File: config.mk
export PLATFORM = sky130hd
export DESIGN_NAME = ieee_fx_bridge
export DESIGN_NICKNAME = d
export VERILOG_FILES = /design/src/rtl/ieee_fx_pkg.sv /design/src/rtl/fx_to_ieee.sv /design/src/rtl/ieee_fx_bridge.sv
export SDC_FILE = /design/constraint.sdc
export NUM_CORES = 1
export LEC_CHECK = 0
export BUFFER_PORTS_ARGS = -buffer_cell sky130_fd_sc_hd__buf_2
export CAP_MARGIN = 20
export CORE_MARGIN = 8
export CORE_UTILIZATION = 45
export DETAILED_ROUTE_END_ITERATION = 8
export PLACE_DENSITY = 0.71
export SLEW_MARGIN = 5
export SYNTH_ARGS = -nofsm -noshare
export SYNTH_HDL_FRONTEND = slang
export SYNTH_SLANG_ARGS = --single-unit
File: constraint.sdc
create_clock -name clk -period 10.7 [get_ports clk]
set_input_delay 1.07 -clock clk [delete_from_list [all_inputs] [get_ports clk]]
set_output_delay 1.07 -clock clk [all_outputs]
set_load 0.05 [all_outputs]
File: src/rtl/ieee_fx_pkg.sv
// Shared definitions for the IEEE-754 single <-> fixed-point bridge:
// FSM encoding, float format constants and field accessors.
package ieee_fx_pkg;

    typedef enum logic [2:0] {
        IDLE,
        TO_FIX,
        CORE_START,
        CORE_WAIT,
        TO_FLT,
        DONE
    } state_t;

    localparam int          BIAS  = 127;
    localparam int          EXP_W = 8;
    localparam int          MAN_W = 23;
    localparam logic [31:0] QNAN  = 32'h7FC0_0000;

    function automatic logic f_sign(input logic [31:0] f);
        return f[31];
    endfunction

    function automatic logic [EXP_W-1:0] f_exp(input logic [31:0] f);
        return f[30:23];
    endfunction

    function automatic logic [MAN_W-1:0] f_frac(input logic [31:0] f);
        return f[22:0];
    endfunction

endpackage

File: src/rtl/fx_to_ieee.sv
// Combinational signed fixed-point to IEEE-754 single normaliser with
// round-to-nearest-even; exact whenever the magnitude fits in 24 bits.
module fx_to_ieee
    import ieee_fx_pkg::*;
#(
    parameter int WIDTH     = 32,
    parameter int FRAC_BITS = 16
) (
    input  logic [WIDTH-1:0] fx,
    output logic [31:0]      flt
);

    localparam int P_W = $clog2(WIDTH);

    logic             sign;
    logic [WIDTH-1:0] mag;
    logic [WIDTH-1:0] norm;
    logic [WIDTH-1:0] rest;
    logic [P_W-1:0]   p;
    logic [EXP_W-1:0] exp_b;
    logic [MAN_W-1:0] man;
    logic             guard;
    logic             sticky;
    logic             round_up;
    logic [30:0]      body;

    always_comb begin
        sign = fx[WIDTH-1];
        // Two's complement negate keeps the most negative word as 2^(WIDTH-1).
        mag  = sign ? (~fx + 1'b1) : fx;
        p    = '0;
        for (int i = 0; i < WIDTH; i++) begin
            if (mag[i]) p = P_W'(i);
        end
        norm     = mag << (P_W'(WIDTH - 1) - p);
        man      = norm[WIDTH-2 -: MAN_W];
        rest     = norm << (MAN_W + 1);
        guard    = rest[WIDTH-1];
        sticky   = |rest[WIDTH-2:0];
        round_up = guard & (sticky | man[0]);
        exp_b    = EXP_W'(int'(p) - FRAC_BITS + BIAS);
        // A mantissa carry-out ripples straight into the exponent field.
        body     = {exp_b, man} + 31'(round_up);
        flt      = (fx == '0) ? 32'h0 : {sign, body};
    end

endmodule

File: src/rtl/ieee_fx_bridge.sv
// Float front/back end for the fixed-point CORDIC core: one operand in,
// NCH float results out, with a core-hang timeout.
module ieee_fx_bridge
    import ieee_fx_pkg::*;
#(
    parameter int WIDTH     = 32,
    parameter int FRAC_BITS = 16,
    parameter int NCH       = 3,
    parameter int TIMEOUT   = 1024
) (
    input  logic                 clk,
    input  logic                 rst,
    input  logic [31:0]          in_x,
    input  logic                 in_valid,
    output logic                 in_ready,
    output logic [WIDTH-1:0]     core_x,
    output logic                 core_en,
    input  logic [NCH*WIDTH-1:0] core_res,
    input  logic                 core_valid,
    output logic [NCH*32-1:0]    out_z,
    output logic                 out_valid,
    input  logic                 out_ready,
    output logic                 out_sat,
    output logic                 out_err
);

    localparam int CH_W  = (NCH > 1) ? $clog2(NCH) : 1;
    localparam int TMO_W = $clog2(TIMEOUT);

    state_t               state;
    logic [31:0]          x_reg;
    logic [NCH*WIDTH-1:0] res_reg;
    logic [CH_W-1:0]      ch_idx;
    logic [TMO_W-1:0]     tmo_cnt;

    logic [EXP_W-1:0]     xe;
    logic [MAN_W:0]       xm;
    int                   sh;
    logic [WIDTH-1:0]     fmag;
    logic [WIDTH-1:0]     fix_val;
    logic                 fix_sat;
    logic [WIDTH-1:0]     cur_fx;
    logic [31:0]          cur_flt;

    // Float to fixed: pure exponent shift of the 24-bit significand, truncating.
    always_comb begin
        xe      = f_exp(x_reg);
        xm      = {1'b1, f_frac(x_reg)};
        sh      = int'(xe) - BIAS + FRAC_BITS - MAN_W;
        fmag    = '0;
        fix_sat = 1'b0;
        fix_val = '0;
        if (sh >= 0) fmag = WIDTH'(xm) << sh;
        else         fmag = WIDTH'(xm >> (-sh));
        if (xe == '0) begin
            fix_val = '0;
        end else if (xe == '1 || (int'(xe) - BIAS) >= (WIDTH - 1 - FRAC_BITS)) begin
            fix_sat = 1'b1;
            fix_val = f_sign(x_reg) ? {1'b1, {(WIDTH-1){1'b0}}} : {1'b0, {(WIDTH-1){1'b1}}};
        end else begin
            fix_val = f_sign(x_reg) ? (~fmag + 1'b1) : fmag;
        end
    end

    assign cur_fx = res_reg[int'(ch_idx)*WIDTH +: WIDTH];

    fx_to_ieee #(
        .WIDTH     (WIDTH),
        .FRAC_BITS (FRAC_BITS)
    ) u_norm (
        .fx  (cur_fx),
        .flt (cur_flt)
    );

    always_ff @(posedge clk) begin
        if (rst) begin
            state     <= IDLE;
            in_ready  <= 1'b1;
            core_en   <= 1'b0;
            core_x    <= '0;
            out_valid <= 1'b0;
            out_z     <= '0;
            out_sat   <= 1'b0;
            out_err   <= 1'b0;
            tmo_cnt   <= '0;
            ch_idx    <= '0;
            x_reg     <= '0;
            res_reg   <= '0;
        end else begin
            core_en <= 1'b0;
            case (state)
                IDLE: begin
                    if (in_valid) begin
                        x_reg    <= in_x;
                        out_sat  <= 1'b0;
                        out_err  <= 1'b0;
                        in_ready <= 1'b0;
                        state    <= TO_FIX;
                    end
                end
                TO_FIX: begin
                    core_x  <= fix_val;
                    out_sat <= fix_sat;
                    core_en <= 1'b1;
                    state   <= CORE_START;
                end
                CORE_START: begin
                    tmo_cnt <= '0;
                    state   <= CORE_WAIT;
                end
                CORE_WAIT: begin
                    // A result arriving on the expiry cycle still wins.
                    if (core_valid) begin
                        res_reg <= core_res;
                        ch_idx  <= '0;
                        state   <= TO_FLT;
                    end else if (tmo_cnt == TMO_W'(TIMEOUT - 1)) begin
                        out_err   <= 1'b1;
                        out_z     <= {NCH{QNAN}};
                        out_valid <= 1'b1;
                        state     <= DONE;
                    end else begin
                        tmo_cnt <= tmo_cnt + 1'b1;
                    end
                end
                TO_FLT: begin
                    out_z[int'(ch_idx)*32 +: 32] <= cur_flt;
                    if (ch_idx == CH_W'(NCH - 1)) begin
                        out_valid <= 1'b1;
                        state     <= DONE;
                    end else begin
                        ch_idx <= ch_idx + 1'b1;
                    end
                end
                DONE: begin
                    if (out_ready) begin
                        out_valid <= 1'b0;
                        in_ready  <= 1'b1;
                        state     <= IDLE;
                    end
                end
                default: state <= IDLE;
            endcase
        end
    end

endmodule

---- Yosys cells after proc, flatten, opt, wreduce, memory -nomap -nowiden ----
Cells that the tools add are included.
word-level totals
  register bits after elaboration ......... 276
  input bits .............................. 133
  output and inout bits ................... 133
  word-level logic and storage cells ...... 142
cells by class
  add/subtract/negate cells ............... 13
  order comparisons ....................... 2
  eq/ne operators ......................... 17
  shifts and indexed selects .............. 6
  mux-type cells .......................... 67
  bitwise operators ....................... 4
  reductions and logical operators ........ 21
operator list
  operator                    count
  $mux W32                    7
  $mux W96                    2
  $pmux W96 S2                1
  $mux W5                     30
  $bwmux W96                  1
  $shift A32 B33 Y96 const A  1
  $shiftx A32 B33 Y96         1
  $shiftx A96 B8 Y32          1
  $add A32 B1 Y32 const B     2
  $not A32 Y32                2
  $neg A7 Y33                 1
  $ge A32 B1 Y1 const B       1
  $logic_not A32 Y1           1
  $neg A32 Y32                1
  $shl A24 B32 Y32            1
  $shl A32 B5 Y31             1
  $shr A24 B32 Y32            1
  $sub A32 B6 Y32 const B     1
  $add A31 B1 Y31             1
  $mux W10                    2
  $pmux W10 S2                1
  $pmux W3 S6                 1
  $ne A2 B2 Y1 const B        8
  $mux W3                     5
  other kinds (32)            56

---- Longest topological paths before layout ----
  word-level depth ........................ 45
  gate-level depth with buffers ........... 33
  depth with buffers taken out ............ 26

---- Cells and area by module ----
A second synthesis with hierarchy kept.
second synthesis, totals
  cell total of the unflattened synthesis .. 2984
  area, all modules ....................... 21907.3 um^2
modules (own cells, without submodules)
  module          times used  cells an instance  area each (um^2)  seq. area each (um^2)
  ieee_fx_bridge  1           2234               16757.3           5525.3
  fx_to_ieee      1           750                5149.9            0.0

---- Least setup slack after synthesis ----
No wires, ideal clock.
  kind .................................... reg2reg
  from .................................... register x_reg[23]
  to ...................................... register core_x[26]
  library setup time ...................... 0.117 ns
  arrival time ............................ 7.427 ns
  data required time ...................... 10.583 ns
  path slack .............................. 3.156 ns
  cell stages (with the launch flop) ...... 33
  path buffers ............................ 8
  clock period less this slack ............ 7.544 ns
  path through ............................ dfxtp_1 buf_1 clkbuf_1 inv_1 clkbuf_1 clkbuf_1 ha_1 clkbuf_1 nand2b_1 nor2_1 o21ai_1 and3b_1 buf_2 o211ai_1 ha_1 nor4_1 and2_1 nand2_1 nor4_1 and4b_1 o22ai_1 a2111oi_1 buf_2 nor2b_1 nor2_1 ha_1 and3_1 and3_1 clkbuf_1 nand3b_1 mux2i_1 o22ai_1 a22o_1
between the ends
  cells in the longest elaborated chain, start to end .. 11
  elaborated cells on any way between the ends .. 17
  those cells by class .................... add/sub (5); order compare (2); eq/ne (1); shift (2); mux (4); bitwise (1); reduce/logical (2)
ends and longest elaborated chain
  item                      line                                        RTL
  start: declaration        ieee_fx_bridge.sv:31                        logic [31:0] x_reg;
  start signal: assignment  ieee_fx_bridge.sv:94                        x_reg <= in_x;
  $sub A8 B7 Y9             ieee_fx_bridge.sv:49, ieee_fx_bridge.sv:57
  $add A9 B6 Y10            ieee_fx_bridge.sv:49                        sh = int'(xe) - BIAS + FRAC_BITS - MAN_W;
  $sub A32 B6 Y32           ieee_fx_bridge.sv:49
  $neg A32 Y32              ieee_fx_bridge.sv:54                        else fmag = WIDTH'(xm >> (-sh));
  $shr A24 B32 Y32          ieee_fx_bridge.sv:54
  $mux W32                  ieee_fx_bridge.sv:53                        if (sh >= 0) fmag = WIDTH'(xm) << sh;
  $not A32 Y32              ieee_fx_bridge.sv:61                        fix_val = f_sign(x_reg) ? (~fmag + 1'b1) : fmag;
  $add A32 B1 Y32           ieee_fx_bridge.sv:61
  $mux W32                  ieee_fx_bridge.sv:61
  $mux W32                  ieee_fx_bridge.sv:57                        end else if (xe == '1 || (int'(xe) - BIAS) >= (WIDTH - 1 - FRAC_BITS)) begin
  $mux W32 (*)              ieee_fx_bridge.sv:55                        if (xe == '0) begin
  end signal: assignment    ieee_fx_bridge.sv:102                       core_x <= fix_val;
  end: declaration          ieee_fx_bridge.sv:16                        output logic [WIDTH-1:0] core_x,
Every way passes the cells marked *; elsewhere a longest branch is shown, timed or not.
A chain may end at the register's enable or synchronous reset.

---- Worst setup path in the final report ----
  from .................................... register ch_idx[0]
  to ...................................... register out_z[55]
between the ends
  cells in the longest elaborated chain, start to end .. 45
  elaborated cells on any way between the ends .. 50
  those cells by class .................... add/sub (6); shift (4); mux (35); bitwise (3); reduce/logical (2)
ends and longest elaborated chain
  item                            line                   RTL
  start: declaration              ieee_fx_bridge.sv:33   logic [CH_W-1:0] ch_idx;
  start signal: assignment        ieee_fx_bridge.sv:132  ch_idx <= ch_idx + 1'b1;
  $shiftx A96 B8 Y32              ieee_fx_bridge.sv:65   assign cur_fx = res_reg[int'(ch_idx)*WIDTH +: WIDTH];
  $not A32 Y32                    fx_to_ieee.sv:30       mag = sign ? (~fx + 1'b1) : fx;
  $add A32 B1 Y32                 fx_to_ieee.sv:30
  $mux W32                        fx_to_ieee.sv:30
  $mux W1                         fx_to_ieee.sv:33       if (mag[i]) p = P_W'(i);
  $mux W5 (30 in series)          fx_to_ieee.sv:33
  $sub A5 B5 Y5                   fx_to_ieee.sv:35       norm = mag << (P_W'(WIDTH - 1) - p);
  $shl A32 B5 Y31                 fx_to_ieee.sv:35
  $reduce_or A7 Y1                fx_to_ieee.sv:39       sticky = |rest[WIDTH-2:0];
  $or A1 B1 Y1                    fx_to_ieee.sv:40       round_up = guard & (sticky | man[0]);
  $and A1 B1 Y1                   fx_to_ieee.sv:40
  $add A31 B1 Y31                 fx_to_ieee.sv:43       body = {exp_b, man} + 31'(round_up);
  $mux W32                        fx_to_ieee.sv:44       flt = (fx == '0) ? 32'h0 : {sign, body};
  $shiftx A32 B33 Y96             ieee_fx_bridge.sv:127  out_z[int'(ch_idx)*32 +: 32] <= cur_flt;
  $bwmux W96 (*)                  ieee_fx_bridge.sv:127
  $pmux W96 S2 (*)                ieee_fx_bridge.sv:91   case (state)
  end signal: assignment          ieee_fx_bridge.sv:119  out_z <= {NCH{QNAN}};
  end signal: indexed assignment  ieee_fx_bridge.sv:127
  end: declaration                ieee_fx_bridge.sv:20   output logic [NCH*32-1:0] out_z,
Marked as above.

==> metrics.log <==
[metrics] Ys Warns: 0
[metrics] Seq/Total Area, Yosys: around 26%
[metrics] data arrival at the endpoint of the critical path: 9400 ps
[metrics] critical path required time: between 10000 and 15000 ps
[metrics] power per unit of standard cell area: between 150 and 200 nW/um^2
[metrics] Async SR Flop Fraction: 0%
[metrics] CTS tree: yes
[metrics] Min Clock Period, post-route: 8940 ps
[metrics] Worst IR Drop VDD: between 0.0001 and 0.00015 V
[metrics] latest clock arrival within the worst-skew pair: 560 ps
[metrics] hold depth: 2
[metrics] clock transition at the registers of the reported paths: 60 ps
[metrics] Crit path largest cell delay: 1010 ps
[metrics] Finish-stage setup viols: 0
[metrics] relative slew slack: a little over a fifth
[metrics] achievable frequency: ~0.11 GHz
[metrics] Critical path destination: out_z[55]
[metrics] number of placement rows: 80
[metrics] launch point of the worst path: ch_idx[0]
[metrics] run status: finished, final reports clean
[metrics] DRC violation total after the first TritonRoute iteration: between 2000 and 3000
[metrics] I/O pin cnt: 266
[metrics] worst reg-to-reg path cell count: 19
[metrics] most area-hungry cell type in the Yosys netlist: sky130_fd_sc_hd__dfxtp_1
[metrics] Area growth syn-to-layout: 13.2%
[metrics] worst setup path class: flip-flop to flip-flop
[metrics] number of global-route vias before repair: 22558
[metrics] first-pass GRT wire length: 135 mm
[metrics] Core Util, Final: between 50% and 60%
[metrics] dominant cells by area after synthesis: sky130_fd_sc_hd__dfxtp_1 26%, sky130_fd_sc_hd__nand2_1 9.3%, sky130_fd_sc_hd__a21oi_1 6.7%, sky130_fd_sc_hd__mux2i_1 5.1%, sky130_fd_sc_hd__nor2_1 4.6%
[metrics] area enclosed by the die boundary: roughly 55000 sq um
[metrics] Diodes inserted: 0
[metrics] Final Hold Fails: 0
[metrics] largest net degree at the start of global routing: 110
[metrics] count of H-tree levels built during CTS: 2
[metrics] Horiz. Die Dim: between 200 and 250 um
[metrics] worst min-delay path category: flip-flop to flip-flop
[metrics] Clk Tree Root Cell: sky130_fd_sc_hd__clkbuf_16
[metrics] TritonCTS buffer count: 34
[metrics] EDFF count, synth: 0
[metrics] Initial Utilization: 45.4%
[metrics] area fraction of the dominant cell type after synthesis: between 20% and 30%
[metrics] number of antenna violations at the first check in global routing: 1
[metrics] number of resized instances in the post-cts repair step: 0
[metrics] Vias per Instance: about 6.5
[metrics] leakage power of the design: just over 0.009 uW
[metrics] most instantiated flip-flop cell in the synthesis netlist: sky130_fd_sc_hd__dfxtp_1
[metrics] Clock Path Buffers: 3
[metrics] final clock skew: approximately 15 ps
[metrics] setup total negative slack: 0 ps
[metrics] top-count cell post-synth: sky130_fd_sc_hd__nand2_1
[metrics] launch instance of the worst register-to-register path: ch_idx[0]
[metrics] most frequent cells after synthesis: 533 x sky130_fd_sc_hd__nand2_1, 289 x sky130_fd_sc_hd__a21oi_1, 276 x sky130_fd_sc_hd__dfxtp_1
[metrics] detailed-placement wirelength estimate: around 69 mm
[metrics] routed vias: ~24000
[metrics] overall global routing resource usage: approximately 30%
[metrics] DR pass1 iterations: 8
[metrics] number of nets still failing antenna checks after routing: 0
[metrics] Wirelength per Cell: between 20 and 25 um
[metrics] Worst Setup Start Kind: flip-flop
[metrics] transition time at the pin with the least slew margin: around 1200 ps
[metrics] synth unique cells: ~120
[metrics] Final Max Tran Viols: 0
[metrics] routability congestion estimate from global placement: around 1
[metrics] Post-Syn Instances: 2948
[metrics] reg-to-reg setup timing slack: roughly 1800 ps
[metrics] Overflow after GRT: 0
[metrics] proportion of layout cells with a drive suffix above 1: between 15 and 20%
[metrics] netlist area before placement: 21600 sq um
[metrics] cell type of the slowest stage on the worst timing path: sky130_fd_sc_hd__dfxtp_2
[metrics] quantity of hold-fixing buffers added after cts: 0
[metrics] endpoint of the lowest-slack register-to-register path: out_z[55]
[metrics] part of the cycle the worst path needs: between 80% and 90%
[metrics] maximum fanout count along the critical path: 33
[metrics] kind of end point of the critical path: flip-flop
[metrics] die height: about 230 um
[metrics] count of state elements after synthesis: about 280
[metrics] Std-Cell Core Area: ~48000 sq um
[metrics] number of max-capacitance violations reported: 0
[metrics] Routed Wire Length: between 80 and 90 mm
[metrics] number of buffer cells added on primary ports: between 200 and 300
[metrics] most common cell type on the critical path: sky130_fd_sc_hd__mux2i_1
[metrics] Synth Area per Inst: 7.32 sq um
[metrics] total setup buffers inserted after CTS: 0
[metrics] FILL cells: roughly 4700
[metrics] syn_nets: between 3000 and 4000
[metrics] TritonCTS Sinks: roughly 280
[metrics] unrepaired setup endpoints after global routing: false
[metrics] Critical Path, Cell by Cell: nor2b_2 -> buf_4 -> o2bb2ai_1 -> nor4_4 -> nand4_1 -> o21ai_1 -> xor2_1 -> nand3_1 -> o21a_1 -> o22ai_4 -> inv_4 -> mux2i_1 -> mux2i_1 -> o22ai_1 -> o211ai_2 -> and4b_1 -> nand3_2 -> or3_1 -> o211ai_1
[metrics] total DRC errors in the routed layout: 0
[metrics] final net count: around 3200
cell usage in the layout, fill, tap and decap left out, types with 20 or more instances in the layout:
master,count
sky130_fd_sc_hd__a22oi_1,37
sky130_fd_sc_hd__nand3_1,93
sky130_fd_sc_hd__a211oi_1,26
sky130_fd_sc_hd__nand4_1,36
sky130_fd_sc_hd__mux2i_1,109
sky130_fd_sc_hd__dfxtp_1,273
sky130_fd_sc_hd__xnor2_1,52
sky130_fd_sc_hd__nand2_1,532
sky130_fd_sc_hd__a22o_1,20
sky130_fd_sc_hd__and2_1,35
sky130_fd_sc_hd__o2bb2ai_1,22
sky130_fd_sc_hd__o31ai_1,47
sky130_fd_sc_hd__inv_1,24
sky130_fd_sc_hd__o22ai_1,27
sky130_fd_sc_hd__buf_2,265
sky130_fd_sc_hd__xor2_1,29
sky130_fd_sc_hd__and3_1,36
sky130_fd_sc_hd__buf_4,50
sky130_fd_sc_hd__o21ai_0,114
sky130_fd_sc_hd__nor3_1,88
sky130_fd_sc_hd__o211ai_1,43
sky130_fd_sc_hd__mux2_2,21
sky130_fd_sc_hd__nor2_1,266
sky130_fd_sc_hd__a21oi_1,289
sky130_fd_sc_hd__nor4_1,32
sky130_fd_sc_hd__a31oi_1,46
sky130_fd_sc_hd__clkbuf_16,34
how the worst min path moves through the flow:
stage	start	slack [ps]	endpoint
6_report	in_ready	450	in_ready
2_1_floorplan	res_reg[33]	430	res_reg[33]
4_1_cts	in_ready	450	in_ready
5_1_grt	res_reg[49]	470	res_reg[49]
3_3_place_gp	in_ready	440	in_ready
3_5_place_dp	in_ready	430	in_ready
per-stage QoR:
step / total power [uW] / setup WS, ps / area (sq um) / hold WS (ps) / cells
2_1_floorplan: 2170 / 3160 / 21600 / 433 / 2948
3_3_place_gp: 2570 / 2250 / 23200 / 435 / 3663
3_5_place_dp: 2570 / 2080 / 23200 / 435 / 3666
4_1_cts: 3790 / 2050 / 24400 / 450 / 3728
5_1_grt: 3990 / 1170 / 24400 / 470 / 3729
6_report: 3830 / 1760 / 24400 / 449 / 3729
layout make-up:
cell class	instances	area [sq um]	share of cell area [%]
multi-input combinational	2432	15100	61.8
sequential	276	5530	22.6
timing repair buffer	317	1740	7.13
clock buffer	43	935	3.83
tap	615	769	3.15
clock inverter	19	250	1.02
inverter	27	106	0.436
critical path: cells and delay by family (launching register included):
kind	cells	cell delay, ps
AOI/OAI and AO/OA	7	2320
and+or+nand+nor	7	3700
xor gates and xnor gates	1	420
buffers and inverters	2	680
muxes	2	640
DFF	1	1010
cell families (layout without fill, tap and decap cells):
kind of cell	Yosys count	count (layout)	share of synthesized area, %
AOI/OAI and AO/OA	914	914	28.8
muxes	151	151	8.26
xor gates and xnor gates	89	89	3.77
and+or+nand+nor	1256	1256	27.4
DFF	276	276	25.6
buffers and inverters	240	406	4.92
adders and majority gates	22	22	1.25
power breakdown:
| part | internal [uW] | switching (uW) |
|---|---|---|
| Clock | 727 | 496 |
| Sequential | 1060 | 36.6 |
| Combinational | 451 | 1060 |
| Total | 2230 | 1600 |
per-layer routing:
layer  GRT usage, %  wire length (um)
met5              0                 9
met3           4.54              7550
met2           48.9             40700
met1           40.2             37200
met4           10.7              3480
Note: power is estimated with default switching activity, not from simulation.
